## src/rtl/tx_fir_sequencer.sv

```systemverilog
// Polyphase FIR sequencer: sample-rate prescaler, 4-phase selector, FIR priming
// and a one-deep held output sample with sticky overrun.
module tx_fir_sequencer #(
  parameter int NB_OUTPUT = 8,
  parameter int NB_DIV    = 8,
  parameter int NBAUDS    = 6
) (
  input  logic                        clock,
  input  logic                        i_reset,
  input  logic                        i_enable,
  input  logic [NB_DIV-1:0]           i_div,
  input  logic signed [NB_OUTPUT-1:0] i_fir_sample,
  input  logic                        i_ready,
  output logic [1:0]                  o_phase,
  output logic                        o_shift,
  output logic                        o_fir_enable,
  output logic signed [NB_OUTPUT-1:0] o_sample,
  output logic                        o_valid,
  output logic                        o_overrun,
  output logic [1:0]                  o_state
);

  localparam int NB_PRIME = $clog2(NBAUDS + 1);

  typedef enum logic [1:0] {
    IDLE  = 2'd0,
    PRIME = 2'd1,
    RUN   = 2'd2,
    STOP  = 2'd3
  } state_e;

  state_e                        state_q, state_d;
  logic [NB_DIV-1:0]             div_q, div_d;
  logic [NB_DIV-1:0]             presc_q, presc_d;
  logic [1:0]                    phase_q, phase_d;
  logic [NB_PRIME-1:0]           prime_q, prime_d;
  logic signed [NB_OUTPUT-1:0]   sample_q, sample_d;
  logic                          valid_q, valid_d;
  logic                          overrun_q, overrun_d;
  logic                          tick;
  logic                          shift;
  logic                          capture;

  assign tick  = (state_q != IDLE) && (presc_q == div_q);
  assign shift = tick && (phase_q == 2'd1);

  always_ff @(posedge clock) begin
    if (i_reset) begin
      state_q   <= IDLE;
      div_q     <= '0;
      presc_q   <= '0;
      phase_q   <= '0;
      prime_q   <= '0;
      sample_q  <= '0;
      valid_q   <= 1'b0;
      overrun_q <= 1'b0;
    end else begin
      state_q   <= state_d;
      div_q     <= div_d;
      presc_q   <= presc_d;
      phase_q   <= phase_d;
      prime_q   <= prime_d;
      sample_q  <= sample_d;
      valid_q   <= valid_d;
      overrun_q <= overrun_d;
    end
  end

  always_comb begin
    state_d   = state_q;
    div_d     = div_q;
    presc_d   = presc_q;
    phase_d   = phase_q;
    prime_d   = prime_q;
    sample_d  = sample_q;
    valid_d   = valid_q;
    overrun_d = overrun_q;
    capture   = 1'b0;

    unique case (state_q)
      IDLE: begin
        if (i_enable) begin
          state_d = PRIME;
          div_d   = i_div;
          prime_d = '0;
        end
      end
      PRIME: begin
        if (!i_enable) begin
          state_d = IDLE;
        end else if (shift) begin
          if (prime_q == NB_PRIME'(NBAUDS - 1)) begin
            state_d = RUN;
            prime_d = '0;
          end else begin
            prime_d = prime_q + 1'b1;
          end
        end
      end
      RUN: begin
        capture = tick;
        if (!i_enable) state_d = STOP;
      end
      STOP: begin
        capture = tick;
        if (i_enable) begin
          state_d = RUN;
        end else if (tick && (phase_q == 2'd3)) begin
          state_d = IDLE;
        end
      end
      default: state_d = IDLE;
    endcase

    if (state_q != IDLE) begin
      presc_d = tick ? '0 : presc_q + 1'b1;
      if (tick) phase_d = phase_q + 2'd1;
    end
    // Any entry into IDLE (PRIME abort included) parks the prescaler and phase.
    if (state_d == IDLE) begin
      presc_d = '0;
      phase_d = '0;
    end

    if (capture) begin
      if (!valid_q || i_ready) begin
        sample_d = i_fir_sample;
        valid_d  = 1'b1;
      end else begin
        overrun_d = 1'b1;
      end
    end else if (valid_q && i_ready) begin
      valid_d = 1'b0;
    end
  end

  assign o_phase      = phase_q;
  assign o_shift      = shift;
  assign o_fir_enable = (state_q != IDLE);
  assign o_sample     = sample_q;
  assign o_valid      = valid_q;
  assign o_overrun    = overrun_q;
  assign o_state      = state_q;

endmodule

```

## config.mk

```make
export PLATFORM = sky130hd
export DESIGN_NAME = tx_fir_sequencer
export DESIGN_NICKNAME = d
export VERILOG_FILES = /design/src/rtl/tx_fir_sequencer.sv
export SDC_FILE = /design/constraint.sdc
export NUM_CORES = 1
export LEC_CHECK = 0
export ABC_AREA = 1
export BUFFER_PORTS_ARGS = -buffer_cell sky130_fd_sc_hd__buf_2
export CORE_UTILIZATION = 44
export DETAILED_ROUTE_END_ITERATION = 6
export HOLD_SLACK_MARGIN = 0.1
export PLACE_DENSITY = 0.66
export SLEW_MARGIN = 30
export SYNTH_ARGS = -nofsm -noshare
export SYNTH_HDL_FRONTEND = slang
export SYNTH_SLANG_ARGS = --single-unit
```

## constraint.sdc

```tcl
create_clock -name clock -period 4.68 [get_ports clock]
set_input_delay 0.234 -clock clock [delete_from_list [all_inputs] [get_ports clock]]
set_output_delay 0.234 -clock clock [all_outputs]
set_load 0.01 [all_outputs]
```

# Word level (Yosys, flattened, before mapping)
# Index checks and enable logic that the tools add are counted.
# totals
register_bits	33
input_bits	20
out_inout_bits	16
elab_cells	60
# op_classes
n_addsub	3
n_eq_ne	11
muxes	18
bitwise_logic	1
n_reduce_logical	19
# op_table
operator	n
$mux 2	7
$mux 3	4
$reduce_and 2->1	5
$add 8x1->8 const B	1
$eq 8x8->1	1
$mux 8	1
$pmux 2 s4	1
$eq 2x2->1 const B	3
$ne 2x2->1 const B	3
$pmux 3 s2	1
$reduce_bool 2->1	3
$eq 2x1->1 const B	2
$logic_and 1x1->1	4
$logic_not 2->1	2
$mux 1	4
$reduce_and 4->1	1
$reduce_or 2->1	2
$add 3x1->3 const B	1
$eq 3x3->1 const B	1
$add 2x1->2 const B	1
$ne 2x1->1 const B	1
$logic_not 1->1	1
$logic_or 1x1->1	1
$not 1->1	1

# Depth between registers and ports, before layout
# Gate-level depths: netlist (run 1).
# depth
ltp_word	8
mapped_depth	12
mapped_depth_nobuf	11

# Worst setup path after synthesis (run 1)
# OpenSTA, ideal clock, no wires.
# synth_timing
path_type	reg2reg
startpoint	register state_q[0], in the netlist o_state[0]
endpoint	register presc_q[6]
setup_ns	0.122
arrival_ns	1.454
t_required_ns	4.558
setup_slack_ns	3.104
stages_incl_launch_ff	11
path_buffers	1
period_less_slack_ns	1.576
cell_sequence	dfxtp_1 > nor2_2 > nor2_4 > nand4_2 > nor2_4 > nand2_1 > nand2_1 > nand3_1 > nand2_1 > buf_6 > a21oi_2
# synth_via
elab_chain_len	8
elab_cells_between_ends	19
cone_classes	eq/ne: 3; mux: 9; reduce/logical: 7
# synth_lines
element	line_no	rtl
start, declared	32	state_e state_q, state_d;
start signal, assigned	58	state_q <= state_d;
$reduce_bool 2->1	44, 115	
$logic_and 1x1->1	44	assign tick = (state_q != IDLE) && (presc_q == div_q);
$logic_and 1x1->1, on equally long branches	108, 45	
$mux 2, on equally long branches	108, 91	
$mux 2, on equally long branches	106, 89	
$pmux 2 s4	80	unique case (state_q)
$logic_not 2->1	120	if (state_d == IDLE) begin
$reduce_or 2->1 (no source line)	--	
end signal, assigned	60	presc_q <= presc_d;
end, declared	34	logic [NB_DIV-1:0] presc_q, presc_d;
# Parallel ways exist; a longest one is shown, timed or not.
# A chain may end at the register's enable or synchronous reset.

# Worst setup path in the final report (run 1)
# layout_timing
startpoint	register presc_q[4]
endpoint	register phase_q[0], in the netlist o_phase[0]
# layout_via
elab_chain_len	8
elab_cells_between_ends	12
cone_classes	eq/ne: 1; mux: 5; reduce/logical: 6
# layout_lines
element	line_no	rtl
$eq 8x8->1 (*)	44	
$logic_and 1x1->1 (*)	44	
$logic_and 1x1->1, on equally long branches	108, 45	
$mux 2, on equally long branches	108, 91	
$mux 2, on equally long branches	106, 89	
$pmux 2 s4	80	
$logic_not 2->1	120	
$reduce_or 2->1 (no source line)	--	
end signal, assigned	61	phase_q <= phase_d;
end, declared	35	logic [1:0] phase_q, phase_d;
# Mark *: on every way between the ends. The rest lies on a longest branch, timed or not.

==> impl_metrics.py, run 1 <==
metrics = {
    "status": {
        "outcome": "finished clean",
    },
    "global_route": {
        "grt_pass1_vias": 1374,
        "grt_max_degree": 15,
        "gr-total-overflow": 0,
        "grt_usage_pct": 19.5,
        "antenna_found_initial": 0,
        "grt_pass1_wl_mm": 6.16,
    },
    "synth": {
        "ys_seq_area_share_pct": 38.6,
        "yosysWarningCount": 0,
        "syn_inst": 239,
        "post_synth_xor_area_fraction_pct": 1.02,
        "synth-adder-area-share_pct": 2.19,
        "synth_top_family_by_area": "simple AND/OR/NAND/NOR gates",
        "synthDistinctLibCells": 29,
        "synth.avg_cell_area_um2": 7.17,
        "synthMuxAreaShare_pct": 0,
        "ys_ff_latch": 33,
        "synth-compound-area-share_pct": 15.0,
        "synthesis.nets": 262,
        "yosys.area_share.simple_pct": 33.5,
        "netlist_area_um2": 1710,
    },
    "power": {
        "intPower_w": 0.000483,
        "p_per_area_nw_per_um2": 311,
        "p_sw_w": 0.000150,
        "p_leak_nw": 0.883,
        "combPwrFrac_pct": 9.8,
        "seqPwrFrac_pct": 46.2,
        "ir_worst_vdd_mv": 0.278,
        "clkPwrFrac_pct": 44.0,
        "switching_share_pct": 23.7,
    },
    "placement": {
        "port_buffers": 35,
        "gp_congestion": 0.838,
        "dp_hpwl_mm": 2.70,
        "dpl.cell_count": 319,
    },
    "routing": {
        "drtIter0Drc": 120,
        "drt_wl_total_mm": 3.80,
        "vias": 1613,
        "route.antenna.remaining_nets": 0,
        "drc": 0,
        "via_per_inst": 4.93,
        "drtPass1Iterations": 5,
        "wire_per_inst_um": 11.6,
    },
    "setup_path": {
        "start_kind": "register",
        "critPathCaptureType": "register",
        "cp.required_ns": 4.82,
        "worst-setup-path-type": "reg -> reg",
        "worst-path-max-fanout": 11,
        "arrival_ns": 2.13,
    },
    "final_layout": {
        "n_antenna_cell": 0,
        "finalNonFillerCells": 327,
        "nets": 301,
        "final_cell_mix": "51 x nand2_1, 35 x buf_2, 33 x dfxtp_1",
        "final_common_cell": "nand2_1",
        "syn_to_final_growth_pct": 19.0,
        "drive_gt1_share_pct": 26.2,
    },
    "sta": {
        "tns_ns": 0,
        "finalClockSkew_ns": 0.00944,
        "hold_violations": 0,
        "final-setup-viol-count": 0,
        "fmax_mhz": 504,
        "relSlewSlack_pct": 63.1,
        "slew_violations": 0,
        "fin_crit_ns": 1.98,
        "tightest_slew_ns": 0.552,
        "rsz0062_at_grt": "no",
        "min_period_over_period_pct": 42.4,
    },
    "run": {
        "maxCapViolCount": 0,
    },
    "clock_network": {
        "clockBufferDepth": 2,
        "cts-root-buf": "clkbuf_8",
        "clock-sinks": 33,
        "numCtsBuffers": 5,
        "htreeDepth": 2,
        "cts_tree": "built",
        "path_clk_slew_ns": 0.07,
        "cts_hold_buf": 0,
        "postCtsSetupBuffers": 0,
        "clock_latency_ns": 0.28,
        "post_cts_resized": 0,
    },
    "floorplan": {
        "die_w_um": 64.4,
        "top_level_ports": 36,
        "fp.dieH_um": 64.4,
        "start_util_pct": 46.4,
        "num_rows": 22,
        "die_area_um2": 4150,
        "coreArea_um2": 3690,
    },
    "hold_path": {
        "hp-class": "in -> reg",
    },
}
-- critical path, cell delays in order (launching register included) --
cell and delay, ns:
dfxtp_1 0.36, xnor2_1 0.30, nand4_2 0.15, nor2_4 0.27, nand2_1 0.08, nand2_1 0.06
nand3_1 0.07, nand2_1 0.42, a21oi_1 0.13
-- cell usage after synthesis --
library cell,n,area share [%]
xor2_1,1,0.51
inv_2,4,0.88
nand4_1,4,1.5
clkinv_1,2,0.44
nand3_2,1,0.58
a22oi_1,1,0.44
nand2_1,51,11
o21ai_1,1,0.29
nand4_2,2,1.5
nor4_1,1,0.37
a21boi_2,1,0.66
nor2_1,18,3.9
dfxtp_1,33,39
nand3_1,22,6.4
o21ai_0,12,3.5
nor2_4,3,2.0
nand3b_1,2,0.88
ha_1,3,2.2
buf_6,2,1.3
nor3_1,2,0.58
nor2_2,3,1.1
inv_1,31,6.8
clkbuf_1,1,0.22
xnor2_1,1,0.51
a21oi_2,9,4.6
nand2_4,1,0.66
nand2_2,7,2.6
a21oi_1,19,5.6
nor2b_1,1,0.37
-- logic make-up after synthesis --
family	count (synthesis)
compound gates	43
buf+inv	40
simple gates	118
flops	33
fa+ha+maj	3
xor+xnor	2
-- metal layers --
metal / vias to the layer above / global-route usage (%) / part of all wire (%)
li1: 849 / - / -
met3: 2 / 5.54 / 5.6
met1: 720 / 26.0 / 52
met2: 42 / 29.5 / 42
met4: 0 / 7.50 / 0.71
met5: - / 0 / 0
-- worst paths after layout --
kind,from,end,slack (ns),cells after the start
worst min register to register,o_overrun,o_overrun,0.45,2
worst max register to register,presc_q[4],o_phase[0],2.70,8
worst min-delay path,i_div[7],div_q[7],0.17,3
worst max-delay path,presc_q[4],o_phase[0],2.70,8
-- flip-flops by register name, indices dropped and copies added (netlist names) --
signal and count:
presc_q 8, prime_q 3, o_overrun 1, o_state 2, o_phase 2, o_sample 8, o_valid 1, div_q 8
-- power groups by stage --
stage | combinational (W) | clock, W | sequential, W
floorplan | 0.0000431 | 0 | 0.000298
global placement | 0.0000615 | 0 | 0.000299
detailed placement | 0.0000619 | 0 | 0.000299
CTS | 0.0000623 | 0.000280 | 0.000293
global route | 0.0000693 | 0.000296 | 0.000293
finish | 0.0000621 | 0.000278 | 0.000293
-- cell type report --
class                      instances  area [um^2]
fill                             367         1650
multi-input combinational        166          887
sequential                        33          661
timing repair buffer              35          175
inverter                          37          139
clock buffer                       7         86.3
tap                               48         60.1
clock inverter                     1         30.0
-- stage by stage --
| stage | hold WS (ns) | total power (W) | worst slack (ns) | area [um^2] | utilization (%) |
|---|---|---|---|---|---|
| CTS | 0.170 | 0.000635 | 2.72 | 2040 | 55.3 |
| detailed placement | 0.443 | 0.000361 | 2.74 | 1920 | 52.1 |
| global placement | 0.436 | 0.000360 | 2.76 | 1920 | 52.1 |
| finish | 0.172 | 0.000633 | 2.70 | 2040 | 55.3 |
| floorplan | 0.303 | 0.000341 | 3.10 | 1710 | - |
| global route | 0.165 | 0.000659 | 2.49 | 2040 | 55.3 |
No activity file was read; power rests on OpenSTA's default activity.
==> inputs of run 2 (changes only) <==
- ABC_AREA: 1 -> 0
- PLACE_DENSITY: 0.66 -> 0.67
- clock period: 4.68 -> 2 ns (I/O delays scaled with it)
==> impl_metrics.py, run 2 <==
metrics = {
    "status": {
        "outcome": "finished clean",
    },
    "routing": {
        "drt_wl_total_mm": 3.57,
        "vias": 1444,
        "wire_per_inst_um": 12.7,
        "drtIter0Drc": 72,
        "drtPass1Iterations": 4,
        "via_per_inst": 5.16,
        "route.antenna.remaining_nets": 0,
        "drc": 0,
    },
    "clock_network": {
        "numCtsBuffers": 5,
        "cts_tree": "built",
        "htreeDepth": 2,
        "clock-sinks": 33,
        "path_clk_slew_ns": 0.10,
        "clock_latency_ns": 0.33,
        "clockBufferDepth": 2,
        "postCtsSetupBuffers": 0,
        "cts-root-buf": "clkbuf_4",
    },
    "sta": {
        "rsz0062_at_grt": "no",
        "fin_crit_ns": 1.89,
        "finalClockSkew_ns": 0.00960,
        "slew_violations": 0,
        "fin_hold_ws_ns": 0.202,
        "postLayoutSetupSlackWorst_ns": 0.108,
        "tightest_slew_ns": 0.583,
        "final-setup-viol-count": 0,
        "hold_violations": 0,
        "fmax_mhz": 528,
        "relSlewSlack_pct": 60.8,
        "min_period_over_period_pct": 94.6,
    },
    "final_layout": {
        "postLayoutCellArea_um2": 2100,
        "syn_to_final_growth_pct": 31.3,
        "drive_gt1_share_pct": 26.9,
        "nets": 256,
        "n_fill_cell": 318,
        "final_cell_mix": "35 x buf_2, 31 x dfxtp_1, 27 x nor2_1",
        "final_common_cell": "buf_2",
        "n_antenna_cell": 0,
        "finalNonFillerCells": 280,
    },
    "synth": {
        "synth_area_leaders": "dfxtp_1 41%, mux2i_1 10%, nor2_1 6.3%",
        "synth.avg_cell_area_um2": 9.29,
        "syn_inst": 172,
        "synth_edf_count": 0,
        "ys_ff_latch": 33,
        "synthFlopType": "dfxtp_1",
        "yosys-top-cells-count": "33 x dfxtp_1, 27 x nor2_1, 16 x mux2i_1, 12 x nand2_1",
        "yosysMostFrequentCell": "dfxtp_1",
        "synthesis.nets": 195,
        "yosys.area.top_type": "dfxtp_1",
        "netlist_area_um2": 1600,
        "yosysWarningCount": 0,
        "ys_seq_area_share_pct": 41.3,
        "synthDistinctLibCells": 41,
        "ys_async_sr_fraction_pct": 0,
        "synth_top_area_share_pct": 41.3,
    },
    "placement": {
        "gp_congestion": 0.895,
        "dp_hpwl_mm": 2.47,
        "placed_area_um2": 1850,
        "port_buffers": 35,
        "pre_cts_ws_ns": -0.0102,
        "dpl.cell_count": 254,
    },
    "power": {
        "finalPower_w": 0.00123,
        "p_leak_nw": 0.842,
        "p_per_area_nw_per_um2": 585,
        "ir_worst_vdd_mv": 0.429,
    },
    "global_route": {
        "grt_pass1_vias": 1409,
        "gr-total-overflow": 0,
        "grt_max_degree": 29,
        "antenna_found_initial": 0,
        "grt_pass1_wl_mm": 6.26,
        "grt_usage_pct": 20.4,
    },
    "hold_path": {
        "hp-class": "in -> reg",
    },
    "setup_path": {
        "critPathCaptureType": "register",
        "worst-setup-path-type": "reg -> reg",
        "arrival_ns": 2.14,
        "start_kind": "register",
        "cp.required_ns": 2.24,
        "worst-path-max-fanout": 5,
    },
    "run": {
        "maxCapViolCount": 0,
    },
    "floorplan": {
        "top_level_ports": 36,
        "fp.dieH_um": 62.3,
        "coreArea_um2": 3420,
        "die_area_um2": 3880,
        "num_rows": 21,
        "die_w_um": 62.3,
        "start_util_pct": 46.8,
    },
}
## run 2: cell types whose count changed after synthesis, sizes merged, moves of 4 or more
cell,previous run,this run
or3,0,5
nand2,59,12
nand4b,0,4
xnor2,1,9
inv,35,5
mux2i,0,16
a21oi,28,6
o21ai,13,7
nor2,24,28
nand3,23,3
## run 2: final timing paths
check | to | cells past startpoint | startpoint | slack [ns]
hold / removal | o_sample[3] | 2 | i_reset | 0.20
hold reg to reg | o_overrun | 2 | o_overrun | 0.47
setup / recovery | o_phase[1] | 7 | o_phase[1] | 0.11
setup reg to reg | o_phase[1] | 7 | o_phase[1] | 0.11
## run 2: cell type report
class / instances / area [um^2] / area share (%)
multi-input cells: 126 / 885 / 42.2
flip-flops and latches: 33 / 663 / 31.6
repair buffers: 62 / 423 / 20.2
well taps: 46 / 57.6 / 2.74
clock buffers: 6 / 41.3 / 1.97
inverters: 5 / 18.8 / 0.894
clock inverters: 2 / 10.0 / 0.477
## run 2: per-stage QoR
step / util, % / TNS (ns)
floorplan: - / 0
global placement: 54.2 / 0
detailed placement: 54.2 / -0.0102
CTS: 61.1 / 0
global route: 61.4 / 0
finish: 61.4 / 0
## run 2: critical path, cell delays in order (launching register included)
cell	delay, ns
dfxtp_1	0.34
inv_1	0.09
ha_4	0.16
nand4b_1	0.13
or2_2	0.32
or3_1	0.31
o211a_1	0.25
a211oi_1	0.21
## run 2: report_power, final
group | internal, W | total [W] | switching, W
Sequential | 0.000674 | 0.000691 | 0.0000170
Combinational | 0.0000976 | 0.000187 | 0.0000894
Clock | 0.000134 | 0.000349 | 0.000216
## run 2: cell families after synthesis
group / share of synthesized area (%)
AO/OA/AOI/OAI: 8.46
buffers and inverters: 4.07
multiplexers: 10.0
adder cells (fa/ha/maj): 2.35
XOR/XNOR: 8.77
AND/OR/NAND/NOR: 25.0
flip-flops: 41.3
## run 2: repair_timing
action | CTS | global route
gates resized for setup | 1 | 3
endpoints found under the setup margin | 1 | 2
hold buffers | 18 | 0
hold endpoints to repair | 19 | 0
## run 2: routing by layer
layer	part of all wire, %	track usage [%]
met3	4.1	6.07
met2	51	35.6
met4	1.7	6.98
met1	43	23.8
met5	0	0
